**config.mk**
```make
export PLATFORM = sky130hd
export DESIGN_NAME = mat4_loader
export DESIGN_NICKNAME = d
export VERILOG_FILES = /design/src/rtl/coproc_pkg.sv /design/src/rtl/mat4_loader.sv
export SDC_FILE = /design/constraint.sdc
export NUM_CORES = 1
export LEC_CHECK = 0
export CAP_MARGIN = 20
export CORE_AREA = 2 2 104 106
export CTS_CLUSTER_DIAMETER = 30
export DETAILED_ROUTE_END_ITERATION = 16
export DIE_AREA = 0 0 106 108
export GPL_TIMING_DRIVEN = 0
export PLACE_DENSITY = 0.95
export SYNTH_ARGS = -nofsm -noshare
export SYNTH_HDL_FRONTEND = slang
export SYNTH_SLANG_ARGS = --single-unit
```
**constraint.sdc**
```tcl
create_clock -name clk -period 9.6 [get_ports clk]
set_input_delay 1.92 -clock clk [delete_from_list [all_inputs] [get_ports clk]]
set_output_delay 1.92 -clock clk [all_outputs]
set_load 0.005 [all_outputs]
```
**src/rtl/coproc_pkg.sv**
```systemverilog
`default_nettype none
// ============================================================================
// Module   : coproc_pkg
// Purpose  : Shared types and constants for the determinant coprocessor
//            datapath (element width, matrix order, loader state encoding).
// Revision : 1.0 - initial release
// ============================================================================
package coproc_pkg;

  localparam int ELEM_W = 8;
  localparam int MAT_N  = 4;
  localparam int MAT4_W = MAT_N * MAT_N * ELEM_W;

  typedef logic signed [ELEM_W-1:0] elem_t;

  // Loader states: filling the matrix, or presenting it downstream.
  typedef enum logic [0:0] {
    LOAD = 1'b0,
    HOLD = 1'b1
  } state_e;

  // Packed MSB position of row-major element k (element 0 sits at the top).
  function automatic int slot_msb(input int k);
    return MAT4_W - 1 - ELEM_W * k;
  endfunction

endpackage
`default_nettype wire

```
**src/rtl/mat4_loader.sv**
```systemverilog
`default_nettype none
// ============================================================================
// Module   : mat4_loader
// Purpose  : Collects N*N signed elements from a valid/ready stream,
//            row-major, into one packed matrix and hands it to the
//            determinant stage. Malformed frames raise frame_err and are
//            dropped instead of being forwarded.
// Revision : 1.0 - initial release
// ============================================================================
module mat4_loader #(
  parameter int ELEM_W = coproc_pkg::ELEM_W,
  parameter int N      = coproc_pkg::MAT_N
) (
  input  logic                    clk,
  input  logic                    rst,
  input  logic                    flush,
  input  logic                    in_valid,
  output logic                    in_ready,
  input  logic [ELEM_W-1:0]       in_data,
  input  logic                    in_last,
  output logic                    out_valid,
  input  logic                    out_ready,
  output logic [N*N*ELEM_W-1:0]   out_matrix,
  output logic                    frame_err
);

  import coproc_pkg::*;

  localparam int               BEATS     = N * N;
  localparam int               OUT_W     = BEATS * ELEM_W;
  localparam int               CNT_W     = $clog2(BEATS);
  localparam logic [CNT_W-1:0] LAST_SLOT = CNT_W'(BEATS - 1);

  state_e             state_q, state_d;
  logic [CNT_W-1:0]   count_q, count_d;
  logic [OUT_W-1:0]   matrix_q, matrix_d;
  logic               frame_err_q, frame_err_d;

  logic               accept;
  logic [BEATS-1:0]   slot_en;

  // Flush blocks intake so a beat offered during the abort cycle is not lost silently.
  assign in_ready   = (state_q == LOAD) && !flush;
  assign accept     = in_valid && in_ready;
  assign out_valid  = (state_q == HOLD);
  assign out_matrix = matrix_q;
  assign frame_err  = frame_err_q;

  // One write enable per element slot, keyed on the current beat count.
  for (genvar k = 0; k < BEATS; k++) begin : g_slot
    assign slot_en[k] = accept && (count_q == CNT_W'(k));
  end

  // Next-state, beat counter and framing check.
  always_comb begin
    state_d     = state_q;
    count_d     = count_q;
    frame_err_d = 1'b0;
    if (flush) begin
      state_d = LOAD;
      count_d = '0;
    end else begin
      case (state_q)
        LOAD: begin
          if (accept) begin
            if (count_q == LAST_SLOT) begin
              count_d = '0;
              if (in_last) begin
                state_d = HOLD;
              end else begin
                frame_err_d = 1'b1;
              end
            end else if (in_last) begin
              frame_err_d = 1'b1;
              count_d     = '0;
            end else begin
              count_d = count_q + 1'b1;
            end
          end
        end
        HOLD: begin
          if (out_ready) begin
            state_d = LOAD;
            count_d = '0;
          end
        end
        default: begin
          state_d = LOAD;
          count_d = '0;
        end
      endcase
    end
  end

  // Element storage: each accepted beat lands bit-exact in its slot; the
  // register is never cleared on handoff, consumers gate on out_valid.
  always_comb begin
    matrix_d = matrix_q;
    for (int k = 0; k < BEATS; k++) begin
      if (slot_en[k]) begin
        matrix_d[OUT_W-1-ELEM_W*k -: ELEM_W] = in_data;
      end
    end
  end

  // State, counter, matrix and error-pulse registers.
  always_ff @(posedge clk or posedge rst) begin
    if (rst) begin
      state_q     <= LOAD;
      count_q     <= '0;
      matrix_q    <= '0;
      frame_err_q <= 1'b0;
    end else begin
      state_q     <= state_d;
      count_q     <= count_d;
      matrix_q    <= matrix_d;
      frame_err_q <= frame_err_d;
    end
  end

endmodule
`default_nettype wire

```
Yosys cells after proc, flatten, opt, wreduce, memory -nomap -nowiden
Index checks and enable logic that the tools add are counted. W data, S select, Z words.

Flip-flop bits (word level): 134. Bits of input ports: 14. ROM bits: 0. Memories kept: 0. Output and inout bits: 131. Bits in latches: 0. RAM bits: 0.

Bitwise operators: 1. $mul: 0. Reductions and logical operators: 21. Divide/modulo/power cells: 0. Muxes and demuxes: 17. Equality and inequality tests: 17. $lt $le $gt $ge: 0. Shifts and indexed selects: 0. Add/subtract/negate cells: 1.

Operators with widths (count): $eq A4 B4 Y1 const B (8); $mux W4 (5); $logic_and A1 B1 Y1 (18); $eq A4 B3 Y1 const B (4); $mux W1 (10); $eq A4 B2 Y1 const B (2); $pmux W4 S2 (1); $ne A3 B3 Y1 const B (2); $add A4 B1 Y4 const B (1); $eq A4 B1 Y1 const B (1); $logic_not A4 Y1 (1); $pmux W1 S2 (1); $reduce_and A2 Y1 (1); $logic_not A1 Y1 (1); $not A1 Y1 (1).

Longest topological paths before layout
Word-level depth: 6. Gate-level depth with buffers: 5. Mapped depth without buffers: 5.

Worst setup path before layout
Ideal clock, no wire load.

Path kind: in2out. From: in flush. To: out in_ready. Stages: 2. Slack: 5.513 ns. Data arrival time: 2.167 ns. Cells stage by stage: buf_6 nor2_1.

Word-level cells in the longest chain between the ends: 2.

Ends and longest elaborated chain: from (decl) (RTL line mat4_loader.sv:16) `input logic flush,`; $logic_not A1 Y1 (RTL line mat4_loader.sv:43) `assign in_ready = (state_q == LOAD) && !flush;`; $logic_and A1 B1 Y1 (RTL line mat4_loader.sv:43); to (decl) (RTL line mat4_loader.sv:18) `output logic in_ready,`.

Every way passes these cells.

Worst setup path after layout
Ends and elaborated chain as after synthesis.

==> summary.md <==
| Metric | Value |
|---|---|
| CP Launch Type | input port |
| PwrDens | 181.4 nW/um2 |
| Largest family of logic cells by synthesized area | multiplexers |
| Main synth FF type | dfrtp_1 |
| H-tree depth | 4 |
| Period minus WS final | 5.193 ns |
| Synthesized flop and latch total | ~130 |
| Final core occ | between 70% and 80% |
| Final Total Pwr | 1.345 mW |
| Worst Setup SP | flush |
| Io pins | about 150 |
| Synth area leader | dfrtp_1 |
| Mean Syn Cell Area | ~16 um2 |
| Crit end category | primary output |
| Commonest non-fill, non-tap cell in the layout | clkdlybuf4s50_1 |
| Root cell of the clock tree | clkbuf_8 |
| Top post-synthesis cells by area | dfrtp_1 (64%), mux2_2 (24%), mux2_1 (3.2%) |
| Gr ovfl total | 0 |
| Fin area | 7416 um2 |
| Drt drc | 0 |
| Dpl cell area | 6887 um2 |
| Slew HR | 50.46% |
| Antenna-violating nets left | 0 |
| Post-CTS resize count | 0 |
| Post-CTS Hold Buffers | 0 |
| CP Class | input port to primary output |
| Initial DRC Count | 159 |
| CP top delay family | buffers and inverters |
| Most frequent cells in the layout | clkdlybuf4s50_1 (144), dfrtp_1 (134), mux2_2 (114) |
| Critical path fanouts, max | 10 |
| Fin Hold WS | 0.4897 ns |
| All-Layer GR Usage | 24.36% |
| DRT Pass-1 Iters | 4 |
| XOR/XNOR Fraction of Synth Area | 0.1671% |
| Multi-input logic area | 1787 um2 |
| Adder-cell share of the synthesized area | 0.9547% |
| Outcome | finished, final reports clean |
| CP max stage cell | clkdlybuf4s50_1 |
| Slew Limit Fails | 0 |
| Worst path cell trace | clkdlybuf4s50_1 -> buf_6 -> nor2_1 -> clkdlybuf4s50_1 |
| Synth top area share | around 64% |
| Crit path DAT | 3.27 ns |
| Die X | 106 um |
| Number of setup buffers added after CTS | 0 |
| N_diodes | 0 |
| Actual slew at the worst max-slew pin | 0.7431 ns |
| Sequential share of the synthesized area | a little under two thirds |
| I/O Buffers | 144 |
| CTS sink count | 134 |
| Worst-case clock buffer depth | 2 |
| Unrepaired setup endpoints after global routing | false |
| Worst-path clk slew | 0.06 ns |
| Req. time, crit path | 7.68 ns |
| Num CTS Buffers | 17 |
| Delay of the slowest critical-path stage | 0.55 ns |
| TNS Setup | 0 ns |
| Synth Area in Compound Gates | approximately 1.0% |
| Initial antenna violation count | 0 |
| Layout cell share with drive strength beyond 1 | a little under a third |
| Most common cell on crit path | clkdlybuf4s50_1 |
| Hold_sp | out_matrix[92]$_DFFE_PP0P_ |
| Rows | 37 |
| Gp weighted congestion | 0.7843 |
| Area occupied by registers | around 3400 um2 |
| Multiplexer share of the synthesized area | between 20% and 30% |
| Async SR Flop Fraction | 100.0% |
| EDFF count, synth | 0 |
| Post-Synthesis Net Count | 350 |
| Largest net degree at the start of global routing | 110 |
| Vias | 3455 |
| WL/cell | approximately 20 um |
| MaxCap Viol Count | 0 |
| Die area | 11450 um2 |
| Total routed wirelength | 13090 um |
| First-pass GRT wire length | a little over 20000 um |
| Fill cells | 650 |
| Period utilisation layout | 54.09% |
| DIE HEIGHT | 108 um |
| Distinct cells, synth | 29 |
| Initial Utilization | 51.24% |
| CP bufs+invs | 3 |
| Number of global-route vias before repair | 3701 |
| Final net count | about 510 |
| Worst vdd ir | 141.2 uV |
| Synthesized instance count | between 300 and 400 |
| Area Overhead vs Synth | 41.46% |
| # setup viols final | 0 |
| Skew-Pair Late Insertion Delay | 0.51 ns |
| Hold Path Class | register to register |
| Syn. warnings | 0 |
| CTS tree | yes |
| Layout Skew | 0.008547 ns |
| Final hold viol count | 0 |
| Post-Synthesis Cell Area | 5243 um2 |
| Simple-Gate Fraction of Synth Area | ~4% |
| Core ar. | 10230 um2 |
| Hpwl dp | between 8000 and 9000 um |
| Peak Freq | 192.6 MHz |
| Vias per inst | 5.357 |
| Leakage | about 3.5 nW |
| RR Startpoint | out_valid$_DFF_PP0_ |
==> logic make-up after synthesis <==
family | count (synthesis)
mux | 130
fa+ha+maj | 4
compound gates | 7
simple gates | 33
flops | 134
buf+inv | 23
xor+xnor | 1
==> final cells by class <==
cell class | count | share of cell area (%)
well taps | 136 | 2.295
flip-flops and latches | 134 | 45.22
plain buffers | 18 | 1.130
repair buffers | 145 | 19.81
clock buffers | 18 | 5.770
multi-input cells | 175 | 24.09
clock inverters | 14 | 1.367
inverters | 5 | 0.3206
==> power breakdown <==
group	internal, mW	switching, mW
clock	0.325	0.244
combinational	0.0956	0.0581
sequential	0.602	0.0200
total	1.02	0.323
==> layer usage <==
metal / vias to the layer above / global-route usage [%] / wire, um
met2: 120 / 40.09 / 6611
met3: 13 / 7.595 / 824
met4: 0 / 11.18 / 218
met1: 1793 / 29.73 / 5438
li1: 1529 / - / -
met5: - / 0 / 0
==> path summary, 6_finish.rpt <==
| kind | cells after the start | slack, ns | endpoint |
|---|---|---|---|
| worst max-delay path | 4 | 4.41 | in_ready |
| min in group asynchronous | 2 | 1.73 | out_matrix[53]$_DFFE_PP0P_ |
| max in group asynchronous | 3 | 7.07 | out_matrix[122]$_DFFE_PP0P_ |
| worst min-delay path | 1 | 0.49 | out_matrix[92]$_DFFE_PP0P_ |
| worst min register to register | 1 | 0.49 | out_matrix[92]$_DFFE_PP0P_ |
| worst max register to register | 5 | 7.75 | out_matrix[65]$_DFFE_PP0P_ |
==> flip-flops by register name, summed over array words and instances, names as in the netlist <==
register	flops
count_q	4
out_matrix	128
out_valid	1
frame_err	1
==> Yosys cell counts, drive strengths merged (2+ instances only) <==
master and instances:
and3 6, and4 2, buf 8, clkbuf 10
dfrtp 134, ha 4, inv 5, mux2 129
nand2 4, nand4 6, nor2 3, nor2b 4
o211ai 2, o22ai 2
==> through the flow <==
step	std cells	worst slack [ns]
after floorplan	332	4.097
after global placement	612	2.586
after detailed placement	613	4.417
after CTS	645	4.418
after global routing	645	4.377
final	645	4.407
Note: power is estimated with default switching activity, not from simulation.
